<file path="src/rtl/ps02_pkg.sv">
// PS02 shared definitions: ALU opcode table, arbiter FSM states and
// the width of the ALU latency counter.
package ps02_pkg;

    localparam int LAT_W = 4;

    localparam logic [3:0] OP_NOOP  = 4'h0;
    localparam logic [3:0] OP_ADD   = 4'h1;
    localparam logic [3:0] OP_INC   = 4'h2;
    localparam logic [3:0] OP_DEC   = 4'h3;
    localparam logic [3:0] OP_AND   = 4'h4;
    localparam logic [3:0] OP_OR    = 4'h5;
    localparam logic [3:0] OP_XOR   = 4'h6;
    localparam logic [3:0] OP_NOT   = 4'h7;
    localparam logic [3:0] OP_SHL   = 4'h8;
    localparam logic [3:0] OP_SHR   = 4'h9;
    localparam logic [3:0] OP_ROL   = 4'hA;
    localparam logic [3:0] OP_ROR   = 4'hB;
    localparam logic [3:0] OP_PASSA = 4'hC;
    localparam logic [3:0] OP_PASSB = 4'hD;
    localparam logic [3:0] OP_CMP   = 4'hE;
    localparam logic [3:0] OP_SUB   = 4'hF;

    typedef enum logic [1:0] {
        ST_IDLE  = 2'd0,
        ST_ISSUE = 2'd1,
        ST_WAIT  = 2'd2,
        ST_RESP  = 2'd3
    } arb_state_t;

endpackage

</file>
<file path="src/rtl/ps02_rr_arb2.sv">
// Two-way round-robin grant: the requester named by the pointer wins
// when it is valid, otherwise the other valid requester wins.
module ps02_rr_arb2 (
    input  logic [1:0] valid,
    input  logic       ptr,
    output logic [1:0] grant
);

    // One-hot grant selection, owner of the pointer has priority
    always_comb begin
        grant = 2'b00;
        if (valid[ptr]) begin
            grant[ptr] = 1'b1;
        end else if (valid[~ptr]) begin
            grant[~ptr] = 1'b1;
        end
    end

endmodule

</file>
<file path="src/rtl/ps02_alu_arbiter.sv">
// Shares one PS02 ALU between the signal generator (req 0) and the
// host/test port (req 1). One operation is in flight at a time: operands
// are held on alu_* while the ALU works, the result is captured and
// returned on a single tagged response channel.
// Optional grant statistics are enabled with `define PS02_ARB_STATS_EN.
module ps02_alu_arbiter
    import ps02_pkg::*;
#(
    parameter int data_width = 32,
    parameter int ALU_LAT    = 1
) (
    input  logic                  clk,
    input  logic                  rst,
    input  logic [1:0]            req_valid,
    output logic [1:0]            req_ready,
    input  logic [data_width-1:0] req0_A,
    input  logic [data_width-1:0] req0_B,
    input  logic [3:0]            req0_op,
    input  logic [data_width-1:0] req1_A,
    input  logic [data_width-1:0] req1_B,
    input  logic [3:0]            req1_op,
    output logic [data_width-1:0] alu_A,
    output logic [data_width-1:0] alu_B,
    output logic [3:0]            alu_op,
    output logic                  alu_start,
    input  logic [data_width-1:0] alu_result,
    output logic                  rsp_valid,
    input  logic                  rsp_ready,
    output logic                  rsp_id,
    output logic [data_width-1:0] rsp_data
`ifdef PS02_ARB_STATS_EN
    ,
    output logic [15:0]           gnt_cnt0,
    output logic [15:0]           gnt_cnt1
`endif
);

    localparam logic [LAT_W-1:0] LAT_LOAD = LAT_W'(ALU_LAT);
    localparam bit               LAT_ZERO = (ALU_LAT == 0);

    arb_state_t       state;
    arb_state_t       state_nxt;
    logic             rr_ptr;
    logic             gnt_id;
    logic [1:0]       grant;
    logic             accept;
    logic             capture;
    logic [LAT_W-1:0] wait_cnt;

    ps02_rr_arb2 u_rr_arb (
        .valid (req_valid),
        .ptr   (rr_ptr),
        .grant (grant)
    );

    assign accept  = (state == ST_IDLE) && ((req_valid & grant) != 2'b00);
    assign capture = ((state == ST_ISSUE) && LAT_ZERO) ||
                     ((state == ST_WAIT) && (wait_cnt == LAT_W'(1)));
    assign rsp_id  = gnt_id;

    // Next-state logic and per-state handshake/strobe outputs
    always_comb begin
        state_nxt = state;
        req_ready = 2'b00;
        alu_start = 1'b0;
        rsp_valid = 1'b0;
        unique case (state)
            ST_IDLE: begin
                req_ready = grant;
                if (accept) begin
                    state_nxt = ST_ISSUE;
                end
            end
            ST_ISSUE: begin
                alu_start = 1'b1;
                state_nxt = LAT_ZERO ? ST_RESP : ST_WAIT;
            end
            ST_WAIT: begin
                if (wait_cnt == LAT_W'(1)) begin
                    state_nxt = ST_RESP;
                end
            end
            ST_RESP: begin
                rsp_valid = 1'b1;
                if (rsp_ready) begin
                    state_nxt = ST_IDLE;
                end
            end
            default: state_nxt = ST_IDLE;
        endcase
    end

    // FSM state register; reset drops any in-flight operation
    always_ff @(posedge clk or negedge rst) begin
        if (!rst) begin
            state <= ST_IDLE;
        end else begin
            state <= state_nxt;
        end
    end

    // Latch the winner's operands and identity at acceptance
    always_ff @(posedge clk or negedge rst) begin
        if (!rst) begin
            alu_A  <= '0;
            alu_B  <= '0;
            alu_op <= OP_NOOP;
            gnt_id <= 1'b0;
        end else if (accept) begin
            alu_A  <= grant[1] ? req1_A  : req0_A;
            alu_B  <= grant[1] ? req1_B  : req0_B;
            alu_op <= grant[1] ? req1_op : req0_op;
            gnt_id <= grant[1];
        end
    end

    // ALU latency counter: loaded in ISSUE, counts down through WAIT
    always_ff @(posedge clk or negedge rst) begin
        if (!rst) begin
            wait_cnt <= '0;
        end else if (state == ST_ISSUE) begin
            wait_cnt <= LAT_LOAD;
        end else if (state == ST_WAIT) begin
            wait_cnt <= wait_cnt - LAT_W'(1);
        end
    end

    // Capture the ALU result on the edge that ends the ALU latency
    always_ff @(posedge clk or negedge rst) begin
        if (!rst) begin
            rsp_data <= '0;
        end else if (capture) begin
            rsp_data <= alu_result;
        end
    end

    // Hand priority to the other requester once a response is consumed
    always_ff @(posedge clk or negedge rst) begin
        if (!rst) begin
            rr_ptr <= 1'b0;
        end else if ((state == ST_RESP) && rsp_ready) begin
            rr_ptr <= ~gnt_id;
        end
    end

`ifdef PS02_ARB_STATS_EN
    // Saturating per-requester grant counters
    always_ff @(posedge clk or negedge rst) begin
        if (!rst) begin
            gnt_cnt0 <= '0;
            gnt_cnt1 <= '0;
        end else if (accept) begin
            if (grant[0] && (gnt_cnt0 != 16'hFFFF)) begin
                gnt_cnt0 <= gnt_cnt0 + 16'd1;
            end
            if (grant[1] && (gnt_cnt1 != 16'hFFFF)) begin
                gnt_cnt1 <= gnt_cnt1 + 16'd1;
            end
        end
    end
`endif

endmodule

</file>
<file path="config.mk">
export PLATFORM = sky130hd
export DESIGN_NAME = ps02_alu_arbiter
export DESIGN_NICKNAME = d
export VERILOG_FILES = /design/src/rtl/ps02_pkg.sv /design/src/rtl/ps02_rr_arb2.sv /design/src/rtl/ps02_alu_arbiter.sv
export SDC_FILE = /design/constraint.sdc
export NUM_CORES = 1
export LEC_CHECK = 0
export BUFFER_PORTS_ARGS = -buffer_cell sky130_fd_sc_hd__buf_2
export CAP_MARGIN = 40
export CORE_MARGIN = 4
export CORE_UTILIZATION = 40
export CTS_CLUSTER_SIZE = 12
export DETAILED_ROUTE_END_ITERATION = 16
export PLACE_DENSITY_LB_ADDON = 0.05
export SLEW_MARGIN = 25
export SYNTH_ARGS = -nofsm -noshare
export SYNTH_HDL_FRONTEND = slang
export SYNTH_SLANG_ARGS = --single-unit
</file>
<file path="constraint.sdc">
create_clock -name clk -period 1.62 [get_ports clk]
set_input_delay 0.405 -clock clk [delete_from_list [all_inputs] [get_ports clk]]
set_output_delay 0.405 -clock clk [all_outputs]
set_load 0.1 [all_outputs]
</file>
==> qor.txt, run 1 <==
# DRC = 0
Dpl hpwl = 12000 um
TritonCTS Buffers = 9
Worst Clk Skew = 0.00642 ns
Final WS setup = -0.217 ns
Chip Width = 119 um
FF-to-FF Start = wait_cnt[1]
Leading area contributor after synthesis = dfrtp_1
Starting Density = 0.410
Clock transition at path regs = 0.07 ns
N_diodes = 0
Post-Synthesis Net Count = 688
Met3 usage = 0.0551
TritonCTS clock tree = done
Crit-path cells = inv_2, ha_4, nand2_4, a21oi_4, buf_12
Hold Path Class = primary input to async pin
Iter 0 DRT Violations = 268
Levels on crit path = 5
CTS hold repair buffers = 0
Initial antenna violation count = 0
Tightest Pin Transition = 0.524 ns
CP Class = register to output port
Commonest non-fill, non-tap cell in the layout = buf_2
CP Launch Type = register
Overflow after GRT = 0
Die Area = 14200 sq um
Yosys warns = 0
RSZ-0062 raised after global routing = yes
Layout Area Growth over Synthesis = 49.0%
Register area share after synthesis = 0.546
Vias = 5001
Max stage delay cell, worst path = dfrtp_1
Cell Area, Placed = 6880 sq um
Gpl congestion = 0.807
Max Fclk = 544 MHz
Failing checks = negative hold slack, negative setup slack
Synth top area cells = dfrtp_1 (55%), a31oi_1 (8.7%), mux2_1 (7.5%)
CP Max Fanout = 3
Post-route ant nets = 0
Avg Cell Area, Syn = 9.74 sq um
Worst setup endpoint = req_ready[0]
Worst Path Required = 1.21 ns
Synth top area share = 0.546
Hold Fails Final Rpt = 1
Synth cell types = 30
RR Endpoint = rsp_data[10]
Pins Over Slew Limit = 0
EDFF count, synth = 0
Buf+Inv Stages, Crit Path = 2
Vias per cell = 5.23
Fin area = 7370 sq um
Commonest cells after routing, fill and taps aside = buf_2 (272), dfrtp_1 (108), nor2_1 (70), o21ai_0 (69), a31oi_1 (69)
Final-report setup violation count = 38
Core Region = 12100 sq um
Row count = 40
Largest net degree at the start of global routing = 57
#FFs+latches synth = 108
Post-Syn Instances = 508
Post-synthesis instance area = 4950 sq um
Ys async rst share = 1.00
Rel. slew slack = 0.653
Main synth FF type = dfrtp_1
Vias in the first global route = 4912
Critical Path End Type = output port
Fin nets = 964
Tcrit/Tclk final = 1.13
Clk buf depth = 2
CP top delay family = flip-flops
Drt pass-1 iters = 7
IO Port Bufs = 277
GR peak layer = met2
Routed WL = 16400 um
Die Ht = 119 um
IO Pins = 278
CTS Root Cell = clkbuf_16
Grt met1 use = 0.281
Htree depth = 3
Met2 capacity usage during global routing = 0.379
Filler instances = 1034
Hold slack = -0.00122 ns
Max-Cap Viols = 0
Status = finished, violations left
Worst reg2reg setup slack = -0.20 ns
Global-route wire length before repair = 25700 um
CTS sink count = 108
Drt wl/cell = 17.1 um
Share of post-route cells with drive strength above 1 = 0.478
Global Route Usage Sum = 0.226
CP arrival = 1.43 ns
Max incr delay on CP = 0.40 ns
Crit. Startpoint = state[1]
Worst-skew pair later-pin latency = 0.35 ns
Cells on worst reg2reg path = 6
Min cycle time layout = 1.84 ns
==> stage by stage <==
step / utilization / TNS (ns) / instances / setup slack [ns]
after floorplan: - / -3.13 / 508 / -0.114
after global placement: 0.570 / -4.16 / 928 / -0.151
after detailed placement: 0.570 / -5.39 / 928 / -0.211
after CTS: 0.603 / -6.13 / 952 / -0.205
after global routing: 0.611 / -8.62 / 957 / -0.267
final: 0.611 / -6.44 / 957 / -0.217
==> cell families (layout without fill, tap and decap cells) <==
logic type	Yosys count	in the layout	share of synthesized area
muxes	34	34	0.0771
and+or+nand+nor	153	153	0.139
buffers and inverters	58	339	0.0496
adders and majority gates	7	7	0.0177
DFF	108	108	0.546
AOI/OAI and AO/OA	148	148	0.171
==> Yosys cell counts (all sizes together), types with 2 or more instances <==
cell type and number:
dfrtp 108, o21ai 69, nor2b 2, o22ai 2, buf 16, o21a 2, inv 8, ha 7
a31oi 69, a21oi 3, mux2 33, nand2 3, clkbuf 33, nor2 74, nand3 68
==> final cells by class <==
type | instances | area, sq um | area share
well taps | 168 | 210 | 0.0285
clock inverters | 4 | 22.5 | 0.00306
flip-flops and latches | 108 | 2700 | 0.367
multi-input cells | 342 | 2210 | 0.299
clock buffers | 12 | 267 | 0.0362
repair buffers | 314 | 1930 | 0.262
inverters | 9 | 33.8 | 0.00458
==> routing by layer <==
layer	vias to the layer above	part of all wire	wire length, um
li1	2366	-	-
met1	2392	0.41	6670
met2	218	0.49	8090
met5	-	0	0
met3	25	0.078	1270
met4	0	0.022	361
==> how the worst min path moves through the flow <==
| stage | to | depth (start not counted) | startpoint |
|---|---|---|---|
| 2_1_floorplan | alu_A[0] | 0 | rst |
| 4_1_cts | alu_A[18] | 1 | rst |
| 3_5_place_dp | alu_A[18] | 1 | rst |
| 6_report | alu_A[18] | 1 | rst |
| 3_3_place_gp | alu_A[18] | 1 | rst |
| 5_1_grt | alu_A[18] | 1 | rst |
==> timing repair <==
item / in CTS / in global routing
endpoints found under the setup margin: 37 / 38
gates cloned: 0 / 1
pin swaps: 2 / 6
buffers inserted: 8 / 5
resized for setup: 10 / 10
==> flip-flops by register name (all words and copies together), names as in the netlist <==
name	count
alu_A	32
alu_B	32
alu_op	4
rr_ptr	1
rsp_data	32
rsp_id	1
state	2
wait_cnt	4
Power of run 1 is not shown: default switching activity piles up to over one toggle a cycle in this logic, so the estimate is an artifact.
==> run 2: changes to the inputs <==
--- a/config.mk
+++ b/config.mk
@@ -5,10 +5,11 @@
 export SDC_FILE = /design/constraint.sdc
 export NUM_CORES = 1
 export LEC_CHECK = 0
+export ABC_AREA = 1
 export BUFFER_PORTS_ARGS = -buffer_cell sky130_fd_sc_hd__buf_2
 export CAP_MARGIN = 40
 export CORE_MARGIN = 4
-export CORE_UTILIZATION = 40
+export CORE_UTILIZATION = 41
 export CTS_CLUSTER_SIZE = 12
 export DETAILED_ROUTE_END_ITERATION = 16
 export PLACE_DENSITY_LB_ADDON = 0.05
==> run 2 against run 1 <==
The run ends with negative setup slack left. Cell count increased by 21%. Sequential cell count unchanged. Maximum frequency increased by 3.0%. Utilization decreased by 2.8 points. Non-clock buffer count decreased by 16. Clock skew increased by 0.0027 ns. Via count increased by 5.5%. Cell area decreased by 0.63%. Area after synthesis increased by 6.3%. Critical path depth unchanged. Global-route usage decreased by 1.3 points. First-iteration DRC count increased by 10%.
==> qor.txt, run 2 <==
Starting Density = 0.419
Htree depth = 3
Post-synthesis mux area share = 0
Drt wl/cell = 13.7 um
Share of post-route cells with drive strength above 1 = 0.336
Worst-skew pair later-pin latency = 0.35 ns
Ys async rst share = 1.00
Routed WL = 15800 um
Max incr delay on CP = 0.39 ns
Die Area = 14700 sq um
Main synth FF type = dfrtp_1
Synth cell types = 19
Hold Fails Final Rpt = 0
Top Registers = alu_A (32), alu_B (32), rsp_data (32)
Overflow after GRT = 0
Core Region = 12600 sq um
Drt pass-1 iters = 6
RSZ-0062 raised after global routing = yes
Dpl hpwl = 11700 um
Fin nets = 1158
Hold Path Class = primary input to register
Post-synthesis adder-cell area fraction = 0.0166
CTS sink count = 108
Vias in the first global route = 4950
Clk buf depth = 2
Initial antenna violation count = 0
Post-route ant nets = 0
Min cycle time layout = 1.78 ns
Final WS setup = -0.164 ns
Final-report setup violation count = 4
#FFs+latches synth = 108
Post-synthesis instance area = 5260 sq um
CP Launch Type = register
Synth top area share = 0.514
Register area share after synthesis = 0.514
XOR/XNOR Fraction of Synth Area = 0
Chip Width = 121 um
Max Fclk = 561 MHz
Max-Cap Viols = 0
Largest net degree at the start of global routing = 65
Iter 0 DRT Violations = 295
Post-synth top cells = nand2_1 (385), dfrtp_1 (108), nand3_1 (72)
Commonest cells after routing, fill and taps aside = nand2_1 (384), buf_2 (272), dfrtp_1 (108), nand3_1 (72), inv_1 (37)
IO Port Bufs = 277
Reg area = 2700 sq um
IO Pins = 278
Worst reg2reg setup slack = 0.13 ns
# DRC = 0
CP Max Fanout = 3
Layout Area Growth over Synthesis = 39.2%
Multi-input gate area = 2260 sq um
TritonCTS Buffers = 9
Worst Hold Path EP = rr_ptr
Status = finished, violations left
Max stage delay cell, worst path = dfrtp_1
Failing checks = negative setup slack
TritonCTS clock tree = done
CP arrival = 1.38 ns
Crit-path cells = inv_2, ha_4, nand2_4, a21oi_4, buf_12
Pins Over Slew Limit = 0
RR Endpoint = alu_A[22]
Worst hold path startpoint = rsp_ready
Die Ht = 121 um
Clock transition at path regs = 0.07 ns
Global Route Usage Sum = 0.213
Row count = 41
Worst Path Required = 1.21 ns
Hold depth = 2
Tcrit/Tclk final = 1.10
Gpl congestion = 0.792
Compound-gate portion of the synthesized area = 0.0402
EDFF count, synth = 0
Leading area contributor after synthesis = dfrtp_1
CP Class = register to output port
Filler instances = 1249
Synth top area cells = dfrtp_1 (51%), nand2_1 (27%), nand3_1 (6.8%)
Worst Clk Skew = 0.00912 ns
Yosys warns = 0
Rel. slew slack = 0.652
Post-Synth Simple-Gate Area = 0.359
CTS Root Cell = clkbuf_16
N_diodes = 0
Cell Area, Placed = 6920 sq um
Global-route wire length before repair = 25000 um
Avg Cell Area, Syn = 7.39 sq um
FF-to-FF Start = state[1]
Post-Synthesis Net Count = 892
Critical Path End Type = output port
Vias per cell = 4.57
Cells on worst reg2reg path = 7
Largest family of logic cells by synthesized area = simple AND/OR/NAND/NOR gates
Fin area = 7320 sq um
Top-count cell post-synth = nand2_1
Post-Syn Instances = 712
Tightest Pin Transition = 0.525 ns
Vias = 5274
Commonest non-fill, non-tap cell in the layout = nand2_1
run 2: cell count changes in the layout (fill, tap and decap cells not counted), sizes merged, moves of 4 or more:
cell / delta
nand2: +384
a31oi: -68
nor2: -64
inv: +35
mux2: -33
o21ai: -33
buf: -16
nand3: +5
clkbuf: -4
run 2: cells by family (layout without fill, tap and decap cells):
group / count (synthesis) / after routing
AND/OR/NAND/NOR: 471 / 471
flip-flops: 108 / 108
buffers and inverters: 84 / 355
AO/OA/AOI/OAI: 42 / 42
adder cells (fa/ha/maj): 7 / 7
run 2: how the worst max path moves through the flow:
| stage | slack [ns] | startpoint | end |
|---|---|---|---|
| finish | -0.16 | state[1] | req_ready[0] |
| global route | -0.22 | state[1] | req_ready[0] |
| CTS | -0.18 | state[1] | req_ready[0] |
| detailed placement | 0.05 | state[1] | alu_A[22] |
| global placement | 0.12 | state[0] | alu_B[21] |
| floorplan | -0.12 | req_valid[1] | req_ready[0] |
run 2: worst max-delay path, delay by kind of cell, from the launching register on:
| kind | cells | cell delay [ns] |
|---|---|---|
| AO/OA/AOI/OAI | 1 | 0.14 |
| adder cells (fa/ha/maj) | 1 | 0.16 |
| buffers and inverters | 2 | 0.28 |
| flip-flops | 1 | 0.39 |
| AND/OR/NAND/NOR | 1 | 0.05 |
run 2: area by class of cell:
type	instances	area share
flip-flops and latches	108	0.369
multi-input cells	520	0.308
inverters	41	0.0210
clock inverters	7	0.0135
repair buffers	298	0.228
well taps	172	0.0294
clock buffers	9	0.0307
run 2: what timing repair did:
action | CTS | global route
hold buffers | 1 | 0
hold endpoints to repair | 4 | 0
endpoints found under the setup margin | 4 | 4
buffers inserted | 2 | 1
gates resized for setup | 9 | 2
run 2: per-stage QoR:
stage | std cells | util | hold slack, ns | worst slack [ns] | setup TNS [ns]
floorplan | 712 | - | 0.109 | -0.120 | -0.172
global placement | 1135 | 0.551 | 0.232 | 0.120 | 0
detailed placement | 1135 | 0.551 | 0.232 | 0.0548 | 0
CTS | 1154 | 0.581 | 0.279 | -0.178 | -0.448
global route | 1155 | 0.583 | 0.291 | -0.219 | -0.583
finish | 1155 | 0.583 | 0.284 | -0.164 | -0.392
run 2: routing by layer:
metal  up-vias  part of all wire  global-route usage
met3        22             0.085              0.0541
met4         0             0.019              0.0742
met2       196              0.49               0.362
met1      2335              0.41               0.262
met5         -                 0                   0
li1       2721                 -                   -
Power of run 2 is left out for the same reason.
